`config.mk`:
```
export PLATFORM = sky130hd
export DESIGN_NAME = timer_prescaler
export DESIGN_NICKNAME = d
export VERILOG_FILES = /design/src/rtl/timer_pkg.sv /design/src/rtl/timer_preload_reg.sv /design/src/rtl/timer_prescaler.sv
export SDC_FILE = /design/constraint.sdc
export NUM_CORES = 1
export LEC_CHECK = 0
export CORE_MARGIN = 2
export CORE_UTILIZATION = 45
export DETAILED_ROUTE_END_ITERATION = 8
export HOLD_SLACK_MARGIN = 0.06
export PLACE_DENSITY = 0.84
export SLEW_MARGIN = 0
export SYNTH_ARGS = -nofsm -noshare
export SYNTH_HDL_FRONTEND = slang
export SYNTH_SLANG_ARGS = --single-unit
```
`constraint.sdc`:
```
create_clock -name clk_i -period 3.4 [get_ports clk_i]
set_clock_uncertainty 0.05 [all_clocks]
set_input_delay 1.02 -clock clk_i [delete_from_list [all_inputs] [get_ports clk_i]]
set_output_delay 1.02 -clock clk_i [all_outputs]
set_load 0.02 [all_outputs]
```
`src/rtl/timer_pkg.sv`:
```
// Shared types and defaults for the general-purpose timer blocks.
package timer_pkg;

  localparam int PSC_W_DEF = 16;

  typedef enum logic {PSC_MODE_CLK, PSC_MODE_EVT} psc_mode_e;

endpackage

```
`src/rtl/timer_preload_reg.sv`:
```
// Double-buffered register: software writes the preload copy, the active copy
// follows only on a transfer. Shared by the prescaler and the ARR/CCR shadows.
module timer_preload_reg
  import timer_pkg::*;
#(
  parameter int WIDTH = PSC_W_DEF
) (
  input  logic             clk_i,
  input  logic             aresetn_i,
  input  logic             wr_i,
  input  logic [WIDTH-1:0] data_i,
  input  logic             xfer_i,
  output logic [WIDTH-1:0] act_o,
  output logic             pend_o
);

  logic [WIDTH-1:0] pre_r;
  logic [WIDTH-1:0] act_r;
  logic             pend_r;

  // Preload/active/pending update; a write coincident with a transfer lands
  // in preload after the old preload has moved to active, so it stays pending.
  always_ff @(posedge clk_i) begin
    if (!aresetn_i) begin
      pre_r  <= {WIDTH{1'b0}};
      act_r  <= {WIDTH{1'b0}};
      pend_r <= 1'b0;
    end else begin
      if (xfer_i) begin
        act_r <= pre_r;
      end else begin
        act_r <= act_r;
      end
      if (wr_i) begin
        pre_r  <= data_i;
        pend_r <= 1'b1;
      end else if (xfer_i) begin
        pre_r  <= pre_r;
        pend_r <= 1'b0;
      end else begin
        pre_r  <= pre_r;
        pend_r <= pend_r;
      end
    end
  end

  assign act_o  = act_r;
  assign pend_o = pend_r;

endmodule

```
`src/rtl/timer_prescaler.sv`:
```
// Timer prescaler: emits a one-cycle tick every (psc_act+1) clock cycles or
// event strobes, with a double-buffered ratio so changes never cut a period.
module timer_prescaler
  import timer_pkg::*;
#(
  parameter int PSC_W = PSC_W_DEF
) (
  input  logic             clk_i,
  input  logic             aresetn_i,
  input  logic             cce_i,
  input  logic             mode_i,
  input  logic             evt_i,
  input  logic [PSC_W-1:0] psc_i,
  input  logic             psc_wr_i,
  input  logic             ug_i,
  output logic             tick_o,
  output logic [PSC_W-1:0] cnt_o,
  output logic [PSC_W-1:0] psc_act_o,
  output logic             upd_pend_o
);

  psc_mode_e        mode_s;
  logic             inc_s;
  logic             at_top_s;
  logic             wrap_s;
  logic             xfer_s;
  logic [PSC_W-1:0] psc_act_s;
  logic [PSC_W-1:0] cnt_r;
  logic             tick_r;

  assign mode_s = psc_mode_e'(mode_i);

  // Select the counted unit: every enabled clock, or every enabled event strobe.
  always_comb begin
    inc_s = 1'b0;
    case (mode_s)
      PSC_MODE_CLK: inc_s = cce_i;
      PSC_MODE_EVT: inc_s = cce_i & evt_i;
      default:      inc_s = 1'b0;
    endcase
  end

  // Equality is enough: cnt never exceeds psc_act since the ratio only
  // changes when the counter is cleared.
  assign at_top_s = (cnt_r == psc_act_s);
  assign wrap_s   = inc_s & at_top_s & ~ug_i;
  assign xfer_s   = ug_i | wrap_s;

  timer_preload_reg #(
    .WIDTH (PSC_W)
  ) u_psc_reg (
    .clk_i     (clk_i),
    .aresetn_i (aresetn_i),
    .wr_i      (psc_wr_i),
    .data_i    (psc_i),
    .xfer_i    (xfer_s),
    .act_o     (psc_act_s),
    .pend_o    (upd_pend_o)
  );

  // Counter and tick register; update generation clears without ticking.
  always_ff @(posedge clk_i) begin
    if (!aresetn_i) begin
      cnt_r  <= {PSC_W{1'b0}};
      tick_r <= 1'b0;
    end else if (ug_i) begin
      cnt_r  <= {PSC_W{1'b0}};
      tick_r <= 1'b0;
    end else if (wrap_s) begin
      cnt_r  <= {PSC_W{1'b0}};
      tick_r <= 1'b1;
    end else if (inc_s) begin
      cnt_r  <= cnt_r + {{(PSC_W-1){1'b0}}, 1'b1};
      tick_r <= 1'b0;
    end else begin
      cnt_r  <= cnt_r;
      tick_r <= 1'b0;
    end
  end

  assign tick_o    = tick_r;
  assign cnt_o     = cnt_r;
  assign psc_act_o = psc_act_s;

endmodule

```
======== Yosys cells after proc, flatten, opt, wreduce, memory -nomap -nowiden ========
Index checks and enable logic that the tools add are counted.
Widths: inputs -> output; s select.
cells by class
  $add $sub $neg .......................... 1
  eq/ne operators ......................... 1
  muxes and demuxes ....................... 4
  bitwise logic cells ..................... 7
  reduce and logical (&&, ||, !) cells .... 3
operators with widths
  operator               number
  $add 16x1->16 const B  1
  $eq 16x16->1           1
  $and 1x1->1            3
  $mux 1                 3
  $not 1->1              3
  $reduce_or 3->1        1
  $pmux 1 s2             1
  $reduce_bool 2->1      1
  $reduce_or 2->1        1
  $or 1x1->1             1
storage, ports and cells
  register bits ........................... 50

======== Longest topological paths before layout ========
Gate-level depths: netlist of run 1.
  depth after elaboration ................. 7
  mapped depth ............................ 7
  gate-level depth less buffers ........... 5

======== Hierarchy ========
Synthesis of run 1 repeated with hierarchy kept, for this count alone.
unflattened totals
  cells, all modules ...................... 220
  area total of the unflattened synthesis .. 2249.7 um^2
modules (own cells, without submodules)
  module             times used  cells each  area each (um^2)  sequential area each (um^2)
  timer_preload_reg  1           106         1270.0            660.6
  timer_prescaler    1           114         979.7             340.3

======== Worst setup path before layout of run 1 ========
No wires, ideal clock.
  kind .................................... input to register
  from .................................... in psc_wr_i
  to ...................................... reg u_psc_reg.pre_r[10]
  data arrival time ....................... 2.108 ns
  slack ................................... 1.125 ns
  stages .................................. 4
  buffers on the path ..................... 2
  cell sequence ........................... clkbuf_1 -> clkbuf_1 -> mux2i_1 -> nor2b_1
RTL lines
  what                  line                     text
  start, declared       timer_prescaler.sv:14    input logic psc_wr_i,
  end signal, assigned  timer_preload_reg.sv:25  pre_r <= {WIDTH{1'b0}};
  end signal, assigned  timer_preload_reg.sv:35  pre_r <= data_i;
  end signal, assigned  timer_preload_reg.sv:38  pre_r <= pre_r;
  end, declared         timer_preload_reg.sv:17  logic [WIDTH-1:0] pre_r;

======== Worst setup path after layout of run 1 ========
  from .................................... reg cnt_r[8] (netlist: cnt_o[8])
  to ...................................... out cnt_o[8]
RTL lines
  what                    line                   text
  start, declared         timer_prescaler.sv:28  logic [PSC_W-1:0] cnt_r;
  start signal, assigned  timer_prescaler.sv:64  cnt_r <= {PSC_W{1'b0}};
  start signal, assigned  timer_prescaler.sv:67  cnt_r <= {PSC_W{1'b0}};
  start signal, assigned  timer_prescaler.sv:70  cnt_r <= {PSC_W{1'b0}};
  end, declared           timer_prescaler.sv:17  output logic [PSC_W-1:0] cnt_o,
No word-level cell between the ends.

==> results of run 1 <==
area by class of cell:
type | instances | area share (%)
Clock buffer | 7 | 2.66
Sequential cell | 50 | 30.9
Clock inverter | 1 | 0.154
Tap cell | 72 | 2.78
Timing Repair Buffer | 62 | 18.5
Inverter | 4 | 0.463
Multi-Input combinational cell | 207 | 44.6
metal layers:
metal  wire length (µm)  share of wire, %  vias to the layer above  global-route usage, %
li1                   -                 -                     1099                      -
met1               2670                44                     1104                   25.4
met2               2890                48                       82                   33.6
met5                  0                 0                        -                      0
met3                384               6.4                        7                   4.32
met4                 73               1.2                        0                   5.86
cells in the mapped netlist (all sizes together) (11+ instances only):
cell / count / area share [%]
a32oi: 13 / 4.5
mux2i: 16 / 6.3
nand4: 22 / 5.4
nor2: 21 / 3.1
xor2: 11 / 3.8
and3b: 13 / 4.5
nand3: 22 / 4.3
clkbuf: 15 / 2.2
nand2b: 16 / 3.9
dfxtp: 50 / 39
nor2b: 17 / 4.2
xnor2: 20 / 6.9
stage by stage:
step / worst slack (ps) / area (µm²)
CTS: 869 / 3240
detailed placement: 552 / 3150
global route: 769 / 3240
floorplan: 1130 / 2550
finish: 852 / 3240
global placement: 631 / 3150
kinds of logic after synthesis:
logic type               count (synthesis)
AND/OR/NAND/NOR                        143
flip-flops                              50
XOR/XNOR                                31
buffers and inverters                   23
AO/OA/AOI/OAI                           16
multiplexers                            16
adder cells (fa/ha/maj)                  1
flip-flops by register name (all words and copies together), names as in the netlist:
| register | flops |
|---|---|
| cnt_o | 16 |
| u_psc_reg.act_o | 16 |
| u_psc_reg.pend_o | 1 |
| tick_o | 1 |
| u_psc_reg.pre_r | 16 |
worst paths after layout:
path | from | end | slack (ps) | cells after the start
worst max-delay path | cnt_o[8]$_SDFFE_PP0P_ | cnt_o[8] | 850 | 1
worst min-delay path | u_psc_reg.pend_o$_SDFFE_PN0P_ | u_psc_reg.pend_o$_SDFFE_PN0P_ | 430 | 2
worst max register to register | cnt_o[8]$_SDFFE_PP0P_ | u_psc_reg.act_o[4]$_SDFFE_PN0P_ | 1340 | 6
worst min register to register | u_psc_reg.pend_o$_SDFFE_PN0P_ | u_psc_reg.pend_o$_SDFFE_PN0P_ | 430 | 2
power by group:
| group | leakage [µW] | switching (µW) | internal, µW |
|---|---|---|---|
| combinational | 0.000804 | 148 | 119 |
| clock | 0.0000482 | 195 | 165 |
| sequential | 0.000408 | 27.9 | 613 |
| total | 0.00126 | 371 | 896 |
==> reports/results.tsv, run 1 <==
stage	metric	value	unit
synth	ys_types	34	
floorplan	dieArea	6280	µm²
timing	finalCritPeriodShare	74.9	%
timing	timing.fmax	0.392	GHz
floorplan	boundaryPins	57	
min_path	hp-class	reg2reg	
timing	fin_setup_tns	0	ps
worst_setup_path	cp_max_fo	7	
pwr	power.total	1270	µW
floorplan	floorplan.rows	27	
worst_setup_path	maximum_cell_stage_delay_along_the_critical_path	670	ps
finish	drive_gt1_share	5.44	%
worst_setup_path	worstPathRequired	2330	ps
worst_setup_path	worstSetupStartpointType	flop	
floorplan	floorplan.die.height	79.2	µm
cts	cts.reportedPaths.clkPinSlew	90	ps
routing	dr.first_iter.drc_count	122	
routing	dr.pass1.iters	4	
timing	tightest_slew	636	ps
cts	cts_max_path_buffers	2	
timing	finalHoldWorstSlack	429	ps
timing	slew-limit-headroom	57.4	%
worst_setup_path	cp.buffers_inverters	1	
global_routing	grt_start_max_net_pins	35	
place	numPortBuffers	56	
cts	numClockSinks	50	
synth	yosys.area_share.xor_xnor	10.7	%
finish	utilization	59.3	%
synth	postSynthAreaPerCell	9.10	µm²
routing	wl_per_cell	14.9	µm
worst_setup_path	worstPathCellList	clkdlybuf4s50_1	
finish	layout_commonest_cell	sky130_fd_sc_hd__clkdlybuf4s50_1	
routing	detailroute.via_count	2292	
global_routing	globalRoute.totalOverflow	0	
cts	cts_setup_buffers	0	
place	routability_driven_placement_congestion_ratio	0.825	
synth	synth_enable_flop_cells	0	
routing	routed_wl	6020	µm
synth	muxShareOfSynthArea	6.29	%
cts	cts_inserted_buffers	5	
synth	synth-compound-area-share	5.21	%
synth	yosys_warnings	0	
cts	cts_resized	0	
global_routing	via_count_of_the_first_global_routing_pass	2111	
run	cap_viol_max_count	0	
synth	synth.net_count	304	
floorplan	floorplan.core_area	5470	µm²
worst_setup_path	criticalPathCategory	reg2out	
finish	diodes	0	
finish	layout_common_cells	55 x sky130_fd_sc_hd__clkdlybuf4s50_1, 50 x sky130_fd_sc_hd__dfxtp_1, 22 x sky130_fd_sc_hd__nand4_1, 22 x sky130_fd_sc_hd__nand3_1, 21 x sky130_fd_sc_hd__nor2_1	
worst_setup_path	worstPathArrival	1480	ps
place	post-dp-hpwl	4300	µm
synth	netlist_area	2550	µm²
pwr	vdd_drop_max	0.188	mV
pwr	power.density_cell_area	391	nW/µm²
synth	synth-seq-area-share	39.3	%
cts	cts_max_level	2	
finish	filler_cell_count	490	
routing	route.detailed.drc	0	
finish	seqCellArea	1000	µm²
floorplan	die_w	79.2	µm
cts	cts_hold_buf	0	
finish	nNetsFinal	354	
timing	hold_violations	0	
cts	ctsRootBufferMaster	sky130_fd_sc_hd__clkbuf_8	
synth	adder_cell_area_share_of_the_yosys_netlist	0.491	%
finish	multi_input_gate_area_in_the_final_layout	1450	µm²
worst_setup_path	slowest_stage	sky130_fd_sc_hd__clkdlybuf4s50_1	
global_routing	initial_antenna_violation_count	0	
cts	cts_tree	built	
routing	number_of_nets_with_antenna_violations_after_detailed_routing	0	
status	status	finished, final reports clean	
synth	combinational_family_with_the_most_area_after_synthesis	simple AND/OR/NAND/NOR gates	
routing	post_drt_via_cell_ratio	5.69	
floorplan	start_util	46.5	%
timing	grt_setup_unrepaired	false	
timing	slew_violations	0	
cts	clk-insertion-delay-late	310	ps
synth	synthFlopType	sky130_fd_sc_hd__dfxtp_1	
synth	netlist_instances	280	
global_routing	grt_pass1_wl	10000	µm
pwr	p_leak	0.00126	µW
synth	ys_seq_elements	50	
timing	period_minus_slack	2550	ps
finish	finish.cell_count_without_fillers	403	
timing	setup_viol	0	
worst_setup_path	critical-path-top-delay-family	buffers and inverters	
finish	syn_to_final_growth	27.4	%
synth	share_of_synthesized_cell_area_in_and_or_nand_and_nor_gates	34.1	%
worst_setup_path	critPathCaptureType	output pin	
place	placed_cells_incl_taps	395	
global_routing	grt_usage	19.9	%
synth	async_set_reset_flop_share_out_of_synthesis	0	%
Note: power is estimated with default switching activity, not from simulation.
==> inputs of run 2 (changes only) <==
- clock period: 3.4 -> 2.45 ns (I/O delays scaled with it)
==> reports/results.tsv, run 2 (synthesis results as in run 1) <==
stage	metric	value	unit	change
cts	cts_setup_buffers	0		unchanged
floorplan	start_util	46.5	%	unchanged
pwr	pwr-share-clk	27.9	%	-0.5 points
floorplan	floorplan.die.height	79.2	µm	unchanged
min_path	hp-class	reg2reg		
worst_setup_path	critPathCaptureType	output pin		
floorplan	dieArea	6280	µm²	unchanged
cts	cts_tree	built		
timing	timing.fmax	0.443	GHz	
worst_setup_path	cp.depth	1		unchanged
worst_setup_path	cp_max_fo	7		unchanged
worst_setup_path	worstSetupStartpointType	flop		
routing	number_of_nets_with_antenna_violations_after_detailed_routing	0		unchanged
cts	numClockSinks	50		unchanged
routing	route.detailed.drc	0		unchanged
cts	clk-insertion-delay-late	300	ps	about the same
global_routing	grt_usage	19.8	%	-0.048 points
timing	period_minus_slack	2260	ps	
worst_setup_path	reg2regPathDepth	6		unchanged
routing	post_drt_via_cell_ratio	5.55		-2.4%
timing	hold_violations	0		unchanged
worst_setup_path	worstPathCellList	clkdlybuf4s50_1		
place	post-dp-hpwl	4270	µm	-0.68%
cts	cts.reportedPaths.clkPinSlew	90	ps	about the same
timing	grt_setup_unrepaired	false		
min_path	min_path_cells	2		unchanged
finish	nNetsFinal	358		+1.1%
global_routing	initial_antenna_violation_count	0		unchanged
worst_setup_path	worstPathArrival	1470	ps	about the same
routing	dr.first_iter.drc_count	129		+5.7%
routing	routed_wl	5870	µm	-2.4%
floorplan	floorplan.core_area	5470	µm²	unchanged
global_routing	globalRoute.totalOverflow	0		unchanged
timing	finalHoldWorstSlack	455	ps	+26.0 ps
timing	slew-limit-headroom	63.5	%	+6.1 points
floorplan	floorplan.rows	27		unchanged
run	cap_viol_max_count	0		unchanged
worst_setup_path	maximum_cell_stage_delay_along_the_critical_path	670	ps	about the same
cts	cts_hold_buf	0		unchanged
floorplan	boundaryPins	57		unchanged
pwr	p_leak	0.00128	µW	+1.4%
status	status	finished, final reports clean		
routing	dr.pass1.iters	4		unchanged
finish	drive_gt1_share	6.57	%	+1.1 points
timing	slew_violations	0		unchanged
finish	diodes	0		unchanged
finish	filler_cell_count	463		-5.5%
worst_setup_path	criticalPathCategory	reg2out		
pwr	power.density_cell_area	533	nW/µm²	+36%
finish	layout_common_cells	55 x sky130_fd_sc_hd__clkdlybuf4s50_1, 50 x sky130_fd_sc_hd__dfxtp_1, 22 x sky130_fd_sc_hd__nand4_1, 22 x sky130_fd_sc_hd__nand3_1, 21 x sky130_fd_sc_hd__nor2_1		
worst_setup_path	worstPathRequired	1660	ps	-670 ps
routing	wl_per_cell	14.4	µm	-3.3%
global_routing	via_count_of_the_first_global_routing_pass	2067		-2.1%
timing	tightest_slew	548	ps	-88.8 ps
cts	cts_max_path_buffers	2		unchanged
worst_setup_path	cp.buffers_inverters	1		unchanged
pwr	power_frac_comb	21.2	%	about the same
routing	detailroute.via_count	2259		-1.4%
worst_setup_path	slowest_stage	sky130_fd_sc_hd__clkdlybuf4s50_1		
finish	layout_commonest_cell	sky130_fd_sc_hd__clkdlybuf4s50_1		
global_routing	grt_pass1_wl	9920	µm	-0.83%
pwr	p_sw	500	µW	+35%
place	routability_driven_placement_congestion_ratio	0.837		+1.4%
timing	finalCritPeriodShare	92.1	%	
pwr	vdd_drop_max	0.223	mV	+18%
finish	syn_to_final_growth	28.5	%	
global_routing	grt_start_max_net_pins	37		+5.7%
place	numPortBuffers	56		unchanged
cts	cts_inserted_buffers	5		unchanged
pwr	sequentialPowerShare	50.9	%	+0.3 points
pwr	swShare	28.6	%	-0.65 points
worst_setup_path	critical-path-top-delay-family	buffers and inverters		
cts	cts_resized	0		unchanged
pwr	p_int	1250	µW	+39%
cts	ctsRootBufferMaster	sky130_fd_sc_hd__clkbuf_8		
finish	utilization	59.8	%	+0.55 points
cts	cts_max_level	2		unchanged
floorplan	die_w	79.2	µm	unchanged
timing	setup_viol	0		unchanged
run 2: changes by cell type in the layout (fill, tap and decap cells not counted), sizes merged:
cell,before,now
buf,7,11
run 2: per-layer routing:
layer  routed length [µm]  track usage [%]  share of wire [%]
met5                    0                0                  0
met4                   75             7.24                1.3
met3                  357             5.00                6.1
met2                 2780             31.6                 47
met1                 2660             25.9                 45
run 2: worst paths after layout:
| path | from | endpoint | slack [ps] |
|---|---|---|---|
| worst min-delay path | u_psc_reg.pre_r[6]$_SDFFE_PN0P_ | u_psc_reg.act_o[6]$_SDFFE_PN0P_ | 460 |
| worst max-delay path | cnt_o[8]$_SDFFE_PP0P_ | cnt_o[8] | 190 |
| worst min register to register | u_psc_reg.pre_r[6]$_SDFFE_PN0P_ | u_psc_reg.act_o[6]$_SDFFE_PN0P_ | 460 |
| worst max register to register | cnt_o[8]$_SDFFE_PP0P_ | u_psc_reg.act_o[13]$_SDFFE_PN0P_ | 430 |
run 2: cell type report:
type | instances | area, µm² | share of cell area [%]
Tap cell | 72 | 90.1 | 2.75
Multi-Input combinational cell | 207 | 1450 | 44.2
Timing Repair Buffer | 66 | 631 | 19.3
Inverter | 4 | 15.0 | 0.459
Sequential cell | 50 | 1000 | 30.6
Clock inverter | 1 | 5.00 | 0.153
Clock buffer | 7 | 86.3 | 2.64
run 2: stage by stage:
step / power (µW) / instance area (µm²) / TNS (ps) / setup WS, ps / std cells
after floorplan: 1140 / 2550 / 0 / 441 / 280
after global placement: 1260 / 3180 / -81.1 / -28.7 / 399
after detailed placement: 1280 / 3180 / -773 / -72.3 / 399
after CTS: 1750 / 3270 / 0 / 194 / 407
after global routing: 1820 / 3270 / 0 / 91.2 / 407
final: 1740 / 3270 / 0 / 193 / 407
run 2: power by group through the flow:
stage,Combinational [µW],Sequential [µW],Clock (µW)
2_1_floorplan,216,922,0
3_3_place_gp,359,906,0
3_5_place_dp,369,907,0
4_1_cts,369,888,498
5_1_grt,403,894,525
6_report,369,889,486
==> inputs of run 3 (changes only) <==
- CTS_CLUSTER_DIAMETER: unset -> 100
==> results of run 3 <==
Same layout as run 2: the final DEF is identical, and so are final timing and power.
